<file path="config.mk">
export PLATFORM = sky130hd
export DESIGN_NAME = nios_system_com_nios_mul_unit
export DESIGN_NICKNAME = d
export VERILOG_FILES = /design/src/rtl/nios_system_com_nios_mul_pkg.sv /design/src/rtl/nios_system_com_nios_mul_pp17.sv /design/src/rtl/nios_system_com_nios_mul_unit.sv
export SDC_FILE = /design/constraint.sdc
export NUM_CORES = 2
export LEC_CHECK = 0
export ABC_AREA = 1
export CORE_MARGIN = 1
export CORE_UTILIZATION = 65
export CTS_BUF_LIST = sky130_fd_sc_hd__clkbuf_2
export DETAILED_ROUTE_END_ITERATION = 7
export PLACE_DENSITY = 0.93
export REMOVE_ABC_BUFFERS = 1
export SETUP_SLACK_MARGIN = 0.02
export SYNTH_ARGS = -nofsm -noshare
export SYNTH_HDL_FRONTEND = slang
export SYNTH_SLANG_ARGS = --single-unit
export TNS_END_PERCENT = 5
</file>
<file path="constraint.sdc">
create_clock -name clk -period 14.8 [get_ports clk]
set_input_delay 1.48 -clock clk [delete_from_list [all_inputs] [get_ports clk]]
set_output_delay 1.48 -clock clk [all_outputs]
set_load 0.01 [all_outputs]
</file>
<file path="src/rtl/nios_system_com_nios_mul_pkg.sv">
// Shared definitions for the Nios II M-stage multiply unit.
//   - mul_mode_e : the four multiply opcodes carried on in_mode
//   - LIMB_W     : operand limb width fed to each partial-product cell
//   - PP_W       : width of one 17x17 signed partial product
//   - limb_count : number of limbs per operand for a given WIDTH
//   - width_ok / latency_ok : legality checks evaluated at elaboration
//   - src1_signed / src2_signed : operand signedness for an opcode
package nios_system_com_nios_mul_pkg;

  typedef enum logic [1:0] {
    MUL_LO = 2'b00,  // low half, sign-independent
    MULXUU = 2'b01,  // high half, unsigned x unsigned
    MULXSU = 2'b10,  // high half, signed x unsigned
    MULXSS = 2'b11   // high half, signed x signed
  } mul_mode_e;

  localparam int LIMB_W = 16;
  localparam int PP_W   = 2 * (LIMB_W + 1);

  function automatic int limb_count(input int width);
    return width / LIMB_W;
  endfunction

  function automatic bit width_ok(input int width);
    return (width == 16) || (width == 32) || (width == 64);
  endfunction

  function automatic bit latency_ok(input int latency);
    return (latency >= 2) && (latency <= 4);
  endfunction

  function automatic bit src1_signed(input logic [1:0] mode);
    return (mode == MULXSU) || (mode == MULXSS);
  endfunction

  function automatic bit src2_signed(input logic [1:0] mode);
    return (mode == MULXSS);
  endfunction

endpackage

</file>
<file path="src/rtl/nios_system_com_nios_mul_pp17.sv">
// Registered 17x17 signed multiplier cell; one instance per limb pair.
// Ports:
//   clk  - clock
//   rst  - asynchronous active-high reset, clears the product register
//   i_en - load enable (pipeline advance)
//   i_a  - 17-bit signed limb of the multiplicand
//   i_b  - 17-bit signed limb of the multiplier
//   o_p  - registered 34-bit signed product
module nios_system_com_nios_mul_pp17
  import nios_system_com_nios_mul_pkg::*;
(
  input  logic                     clk,
  input  logic                     rst,
  input  logic                     i_en,
  input  logic signed [LIMB_W:0]   i_a,
  input  logic signed [LIMB_W:0]   i_b,
  output logic signed [PP_W-1:0]   o_p
);

  logic signed [PP_W-1:0] r_p;

  // Operands are widened to the full product width before multiplying so
  // the result is exact and the shape matches a hard DSP multiplier.
  always_ff @(posedge clk or posedge rst) begin
    if (rst) begin
      r_p <= '0;
    end else if (i_en) begin
      r_p <= PP_W'(i_a) * PP_W'(i_b);
    end
  end

  assign o_p = r_p;

endmodule

</file>
<file path="src/rtl/nios_system_com_nios_mul_unit.sv">
// Pipelined integer multiply unit for the Nios II M-stage.
// Computes the 2*WIDTH-bit product of in_src1 and in_src2 and returns the
// low half (MUL) or the high half (MULXUU/MULXSU/MULXSS). The pipeline has
// LATENCY register stages that advance together; a stalled output freezes
// every stage.
// Stage 1     : limb partial products (pp17 cells)
// Stage 2     : row sums (LATENCY>=3) or full sum + half select (LATENCY=2)
// Stage 3     : full sum + half select (LATENCY>=3)
// Stages 4..L : result delay registers
// Ports:
//   clk, reset               - clock, asynchronous active-high reset
//   in_valid / in_ready      - input handshake
//   in_src1, in_src2         - operands (WIDTH bits)
//   in_mode                  - opcode (mul_mode_e)
//   in_tag                   - opaque tag returned with the result
//   out_valid / out_ready    - output handshake
//   out_result, out_tag      - selected product half and its tag
module nios_system_com_nios_mul_unit
  import nios_system_com_nios_mul_pkg::*;
#(
  parameter int WIDTH   = 32,
  parameter int LATENCY = 3,
  parameter int TAG_W   = 5
)(
  input  logic              clk,
  input  logic              reset,
  input  logic              in_valid,
  output logic              in_ready,
  input  logic [WIDTH-1:0]  in_src1,
  input  logic [WIDTH-1:0]  in_src2,
  input  logic [1:0]        in_mode,
  input  logic [TAG_W-1:0]  in_tag,
  output logic              out_valid,
  input  logic              out_ready,
  output logic [WIDTH-1:0]  out_result,
  output logic [TAG_W-1:0]  out_tag
);

  localparam int NL        = limb_count(WIDTH);
  localparam int NPP       = NL * NL;
  localparam int PW        = 2 * WIDTH;
  localparam int RES_STAGE = (LATENCY >= 3) ? 3 : 2;

  generate
    if (!width_ok(WIDTH)) begin : g_bad_width
      $error("nios_system_com_nios_mul_unit: WIDTH must be 16, 32 or 64");
    end
    if (!latency_ok(LATENCY)) begin : g_bad_latency
      $error("nios_system_com_nios_mul_unit: LATENCY must be 2..4");
    end
  endgenerate

  logic                     w_advance;
  logic                     w_src1_signed;
  logic                     w_src2_signed;
  logic signed [LIMB_W:0]   w_a_limb [NL];
  logic signed [LIMB_W:0]   w_b_limb [NL];
  logic signed [PP_W-1:0]   w_pp     [NPP];
  logic [PW-1:0]            w_row    [NL];
  logic [PW-1:0]            w_prod;
  logic [1:0]               w_sel_mode;
  logic [WIDTH-1:0]         w_result;

  logic [LATENCY:1]         r_valid;
  logic [1:0]               r_mode [1:RES_STAGE-1];
  logic [TAG_W-1:0]         r_tag  [1:LATENCY];
  logic [WIDTH-1:0]         r_res  [RES_STAGE:LATENCY];

  // The whole pipe moves or holds as one; only a stalled valid result
  // blocks it, so in_ready depends combinationally on out_ready.
  assign w_advance = ~r_valid[LATENCY] | out_ready;
  assign in_ready  = w_advance;

  assign w_src1_signed = src1_signed(in_mode);
  assign w_src2_signed = src2_signed(in_mode);

  // Limb split. Only the top limb of a signed operand carries its sign into
  // the 17th bit; every other limb is a plain unsigned 16-bit value.
  genvar gi;
  generate
    for (gi = 0; gi < NL; gi++) begin : g_limb
      if (gi == NL - 1) begin : g_top
        assign w_a_limb[gi] = {w_src1_signed & in_src1[WIDTH-1], in_src1[gi*LIMB_W +: LIMB_W]};
        assign w_b_limb[gi] = {w_src2_signed & in_src2[WIDTH-1], in_src2[gi*LIMB_W +: LIMB_W]};
      end else begin : g_low
        assign w_a_limb[gi] = {1'b0, in_src1[gi*LIMB_W +: LIMB_W]};
        assign w_b_limb[gi] = {1'b0, in_src2[gi*LIMB_W +: LIMB_W]};
      end
    end

    // Partial product gi pairs src1 limb gi/NL with src2 limb gi%NL; its
    // weight is 2^(16*(gi/NL + gi%NL)).
    for (gi = 0; gi < NPP; gi++) begin : g_pp
      nios_system_com_nios_mul_pp17 u_pp (
        .clk  (clk),
        .rst  (reset),
        .i_en (w_advance),
        .i_a  (w_a_limb[gi / NL]),
        .i_b  (w_b_limb[gi % NL]),
        .o_p  (w_pp[gi])
      );
    end
  endgenerate

  // Row i collects the products of src1 limb i with every src2 limb. Each
  // product is sign-extended to the full width; arithmetic is modulo 2^PW,
  // which is exact because the true product always fits in PW bits.
  always_comb begin
    for (int i = 0; i < NL; i++) begin
      w_row[i] = '0;
      for (int j = 0; j < NL; j++) begin
        w_row[i] = w_row[i] + (PW'(w_pp[i*NL + j]) << (LIMB_W * j));
      end
    end
  end

  generate
    if (LATENCY >= 3) begin : g_split
      // Row sums get their own register stage to shorten the adder path.
      logic [PW-1:0] r_row [NL];

      always_ff @(posedge clk or posedge reset) begin
        if (reset) begin
          for (int i = 0; i < NL; i++) begin
            r_row[i] <= '0;
          end
        end else if (w_advance) begin
          for (int i = 0; i < NL; i++) begin
            r_row[i] <= w_row[i];
          end
        end
      end

      always_comb begin
        w_prod = '0;
        for (int i = 0; i < NL; i++) begin
          w_prod = w_prod + (r_row[i] << (LIMB_W * i));
        end
      end

      assign w_sel_mode = r_mode[2];
    end else begin : g_flat
      always_comb begin
        w_prod = '0;
        for (int i = 0; i < NL; i++) begin
          w_prod = w_prod + (w_row[i] << (LIMB_W * i));
        end
      end

      assign w_sel_mode = r_mode[1];
    end
  endgenerate

  assign w_result = (w_sel_mode == MUL_LO) ? w_prod[WIDTH-1:0] : w_prod[PW-1:WIDTH];

  // Control/metadata shift register plus the result delay line. Bubbles
  // travel with the data (valid=0) and are never squeezed out.
  always_ff @(posedge clk or posedge reset) begin
    if (reset) begin
      r_valid <= '0;
      for (int k = 1; k < RES_STAGE; k++) begin
        r_mode[k] <= MUL_LO;
      end
      for (int k = 1; k <= LATENCY; k++) begin
        r_tag[k] <= '0;
      end
      for (int k = RES_STAGE; k <= LATENCY; k++) begin
        r_res[k] <= '0;
      end
    end else if (w_advance) begin
      r_valid   <= {r_valid[LATENCY-1:1], in_valid};
      r_mode[1] <= in_mode;
      for (int k = 2; k < RES_STAGE; k++) begin
        r_mode[k] <= r_mode[k-1];
      end
      r_tag[1] <= in_tag;
      for (int k = 2; k <= LATENCY; k++) begin
        r_tag[k] <= r_tag[k-1];
      end
      r_res[RES_STAGE] <= w_result;
      for (int k = RES_STAGE + 1; k <= LATENCY; k++) begin
        r_res[k] <= r_res[k-1];
      end
    end
  end

  assign out_valid  = r_valid[LATENCY];
  assign out_result = r_res[LATENCY];
  assign out_tag    = r_tag[LATENCY];

endmodule

</file>
# Word-level counts from Yosys, hierarchy flattened
# Index checks and enable logic that the tools add are counted.
[word_totals] reg_bits=298 latchBits=0 ramBits=0 mem_bits_ro=0 input_bits=75 out_inout_bits=39 elab_cells=29 memories=0
[op_classes] addsub=3 mul=4 div=0 n_lt_le_gt_ge=0 n_eq_ne=2 shifts=0 n_mux=1 bitwise=4 n_reduce_logical=2
[ops] cell="multiplier 17 x 17 -> 34 bit" n=2
[ops] cell="adder 64 bit" n=1
[ops] cell="adder 33 x 50 -> 51 bit" n=1
[ops] cell="adder 34 x 48 -> 48 bit" n=1
[ops] cell="multiplier 16 x 16 -> 32 bit" n=1
[ops] cell="multiplier 17 x 17 -> 32 bit" n=1
[ops] cell="2-to-1 mux 32 bit" n=1
[ops] cell="== test 2 bit (second input constant)" n=2
[ops] cell="bitwise AND 1 bit" n=2
[ops] cell="logical NOT 2 bit" n=1
[ops] cell="logical OR 1 bit" n=1
[ops] cell="inverter 1 bit" n=1
[ops] cell="OR 1 bit" n=1

# Longest topological paths before layout
[depth] word_depth=4 ltp_mapped=29 ltp_nobuf=27

# Modules after synthesis
# From an unflattened synthesis, not the netlist that was laid out.
[unflattened] cells_unflattened=9315 area_unflattened_um2=67036.8
[modules_own_cells] mod="nios_system_com_nios_mul_unit" instances=1 cells_each=2319 area_per_inst_um2=14162.3 seq_area_each_um2=3828.7
[modules_own_cells] mod="nios_system_com_nios_mul_pp17 at g_pp[0].u_pp" instances=1 cells_each=1754 area_per_inst_um2=13264.0 seq_area_each_um2=850.8
[modules_own_cells] mod="nios_system_com_nios_mul_pp17 at g_pp[3].u_pp" instances=1 cells_each=1745 area_per_inst_um2=13220.2 seq_area_each_um2=850.8
[modules_own_cells] mod="nios_system_com_nios_mul_pp17 at g_pp[1].u_pp" instances=1 cells_each=1753 area_per_inst_um2=13216.4 seq_area_each_um2=850.8
[modules_own_cells] mod="nios_system_com_nios_mul_pp17 at g_pp[2].u_pp" instances=1 cells_each=1744 area_per_inst_um2=13173.9 seq_area_each_um2=850.8

# Least setup slack after synthesis
# OpenSTA, ideal clock, no wires.
[synth_path] path_type="input -> register" startpoint="in in_src1[31]" endpoint="reg g_pp[2].u_pp.r_p[32]" arrival_time_ns=6.763 required_ns=14.683 slack_ns=7.920 cell_stages=26 n_path_buf=2 cell_sequence="buf_2 clkbuf_1 nand2_1 nor2_1 fa_1 inv_1 fa_1 inv_1 fa_1 fa_1 fa_1 inv_1 fa_1 inv_1 ha_1 nand2_1 nor2_1 inv_1 nor2_1 inv_1 nor3_1 nand2_1 nand2_1 nand2_1 nand3_1 nand2_1"
[synth_between] elab_chain_cells=2
[synth_rtl] element="from (decl)" line_no="nios_system_com_nios_mul_unit.sv:29" text="input logic [WIDTH-1:0] in_src1,"
[synth_rtl] element="bitwise AND 1 bit" line_no="nios_system_com_nios_mul_unit.sv:83" text="assign w_a_limb[gi] = {w_src1_signed & in_src1[WIDTH-1], in_src1[gi*LIMB_W +: LIMB_W]};"
[synth_rtl] element="multiplier 17 x 17 -> 34 bit *" line_no="nios_system_com_nios_mul_pp17.sv:28" text="r_p <= PP_W'(i_a) * PP_W'(i_b);"
[synth_rtl] element="to (signal assigned)" line_no="nios_system_com_nios_mul_pp17.sv:28"
[synth_rtl] element="to (decl)" line_no="nios_system_com_nios_mul_pp17.sv:20" text="logic signed [PP_W-1:0] r_p;"
# Mark *: on every way between the ends. The rest lies on a longest branch, timed or not.
# A chain may end at the register's enable or synchronous reset.

# Worst setup path after layout
[layout_path] startpoint="in in_src2[31]" endpoint="reg g_pp[1].u_pp.r_p[21]"
[layout_between] elab_chain_cells=2
[layout_rtl] element="from (decl)" line_no="nios_system_com_nios_mul_unit.sv:30" text="input logic [WIDTH-1:0] in_src2,"
[layout_rtl] element="bitwise AND 1 bit" line_no="nios_system_com_nios_mul_unit.sv:84" text="assign w_b_limb[gi] = {w_src2_signed & in_src2[WIDTH-1], in_src2[gi*LIMB_W +: LIMB_W]};"
[layout_rtl] element="multiplier 17 x 17 -> 34 bit *" line_no="nios_system_com_nios_mul_pp17.sv:28"
[layout_rtl] element="to (signal assigned)" line_no="nios_system_com_nios_mul_pp17.sv:28"
[layout_rtl] element="to (decl)" line_no="nios_system_com_nios_mul_pp17.sv:20"
# Marked as above.

==> impl_metrics.yaml <==
clocking:
  post_cts_buffers: 0
  htreeDepth: 3
  clkTransAtPathRegs_ns: 0.09
  worstSkewPairLatency_ns: 1.21
  cts_buffers: 84
  clock-sinks: 285
  cts_tree: "built"
  cts.repair.resized: 0
  cts-root-buf: "clkbuf_2"
  hold_buffers: 0
  cts_buffer_depth: 3
floorplan:
  start_util_pct: 65.5
  io_pins: 114
  fp.dieW_um: 306
  design.core.area_um2: 91500
  dieArea_um2: 93400
  rows: 111
  die_h_um: 306
sta:
  setup_violations: 0
  max_freq_mhz: 134
  finalCritPeriodShare_pct: 50.5
  post-route-min-period_ns: 7.47
  skew_ns: 0.179
  slew_viol_final: 0
  rsz0062_at_grt: "no"
  tightest_slew_ns: 1.05
  max_slew_margin_pct: 29.9
  hold_viol_final: 0
cells_and_area:
  ff_latch_area_um2: 7130
  layout.nets: 9842
  multi_input_area_um2: 43400
  fillers: 7404
  final_common_cell: "nand2_1"
  fin_cells: 9561
  area_growth_pct: 4.75
  drive_gt1_share_pct: 3.73
  final_cell_mix: "2,417 x nand2_1, 2,171 x inv_1, 967 x fa_1"
detailed_routing:
  wl_um: 186000
  route.detailed.drc: 0
  drtIter0Drc: 5409
  post_drt_wl_per_cell_um: 19.5
  first_pass_iters: 7
  routed_via_density: 5.65
  vias: 54100
  ant_nets: 0
synth:
  synth_cell_type_count: 48
  yosys.area.top_type_share_pct: 32.3
  syn_area_per_cell_um2: 7.19
  ys_seq_elements: 285
  synth_area_um2: 59900
  ys.flop_type: "dfrtp_1"
  netlist_instances: 8339
  postSynth.asyncResetShare_pct: 100
  synth_top_area_cell: "fa_1"
  ys_seq_area_share_pct: 11.9
  yosysWarnings: 0
  synth_edf_count: 0
  synthTopCellsByArea: "fa_1 32%, nand2_1 15%, inv_1 14%"
global_route:
  overflow: 0
  antenna_found_initial: 12
  grt_pass1_wl_um: 299000
  grt_pass1_vias: 56700
  grt_max_degree: 99
  grtUsageTotal_pct: 41.0
critical_path:
  crit_fanout: 33
  crit_arrival_ns: 8.42
  path_class: "in -> reg"
  worstSetupStartpointType: "input port"
  end_kind: "register"
  cp_data_required_time_ns: 15.74
placement:
  io_buffers: 113
  dpl.cell_count: 9405
  dp_hpwl_um: 146000
  place_congestion: 1.01
status:
  status: "completed"
run:
  max_cap_violations: 0
min_path:
  hp-class: "reg -> reg"
## kinds of logic after synthesis
| logic type | after synthesis | synth area share [%] |
|---|---|---|
| buf+inv | 2488 | 15.7 |
| simple gates | 3428 | 23.3 |
| fa+ha+maj | 1462 | 42.6 |
| compound gates | 616 | 5.64 |
| flops | 285 | 11.9 |
| xor+xnor | 60 | 0.877 |
## final cells by class
type | count | share of cell area, %
Inverter | 2176 | 13.0
Clock buffer | 112 | 0.893
Clock inverter | 39 | 0.407
Timing Repair Buffer | 192 | 2.75
Multi-Input combinational cell | 5566 | 69.2
Tap cell | 1186 | 2.36
Sequential cell | 285 | 11.4
Antenna cell | 5 | 0.0199
## metal layers
metal	part of all wire, %	vias to the layer above	global-route usage, %
li1	-	24500	-
met1	38	25800	52.7
met2	44	3045	64.6
met3	12	695	10.4
met4	5.6	16	20.1
met5	0.056	-	0
## flip-flops by register name (all words and copies together), names as in the netlist
signal	flops
out_tag	5
out_result	32
g_pp.u_pp.o_p	132
g_split.r_row	99
r_valid	3
r_tag	10
w_sel_mode	2
r_mode	2
## critical path, cell delays in order
cell and delay (ns):
clkdlybuf4s50_1 0.46, buf_4 0.42, nand2_1 0.13, nor2_1 0.70, inv_1 0.09, buf_4 0.29
nor2_1 0.16, fa_1 0.42, inv_1 0.08, fa_1 0.43, fa_1 0.50, inv_1 0.06
fa_1 0.46, fa_1 0.51, inv_1 0.06, fa_1 0.47, inv_1 0.04, ha_1 0.34
a21oi_1 0.31, o21ai_0 0.20, a21oi_1 0.24, nand3_1 0.12, or2_2 0.28, nand3_1 0.06
o21ai_0 0.09
## synth_stat cells (6+ instances only)
cell,count
nand4_1,107
a31oi_1,54
inv_1,2172
a21oi_1,248
nand3_1,295
xnor2_1,33
o31ai_1,7
a21o_1,11
o21a_1,13
or2_2,28
nor2_2,21
buf_1,7
nand2_2,16
xor2_1,27
dfrtp_1,285
nor3_1,46
ha_1,495
clkbuf_1,282
o21bai_1,20
nand3b_1,20
nor2_1,442
nand2_1,2417
nor3_2,7
a21boi_0,11
o21ai_0,209
or2_1,6
and3_1,7
fa_1,967
buf_4,6
o21ai_2,7
o21ai_1,22
buf_2,16
## worst paths after layout
path	start	to	slack, ns	cells past startpoint
setup / recovery	in_src2[31]	g_pp[1].u_pp.o_p[21]	7.33	25
hold / removal	r_tag[9]	out_tag[4]	0.47	2
setup reg to reg	r_valid[3]	g_split.r_row[112]	11.68	8
hold reg to reg	r_tag[9]	out_tag[4]	0.47	2
max in group asynchronous	reset	g_split.r_row[23]	10.56	5
min in group asynchronous	reset	g_pp[0].u_pp.o_p[12]	0.74	2
## metrics by stage
| stage | hold slack (ns) | instance area [µm²] | setup slack [ns] | setup TNS, ns | utilization (%) |
|---|---|---|---|---|---|
| global route | 0.513 | 62800 | 7.06 | 0 | 68.6 |
| CTS | 0.475 | 62800 | 7.49 | 0 | 68.6 |
| floorplan | 0.420 | 58700 | -2.77 | -427.06 | - |
| global placement | 0.432 | 61900 | 6.37 | 0 | 67.7 |
| detailed placement | 0.453 | 61900 | 6.35 | 0 | 67.7 |
| finish | 0.472 | 62800 | 7.33 | 0 | 68.6 |
Power is not shown: default switching activity piles up to over one toggle a cycle in this logic, so the estimate is an artifact.
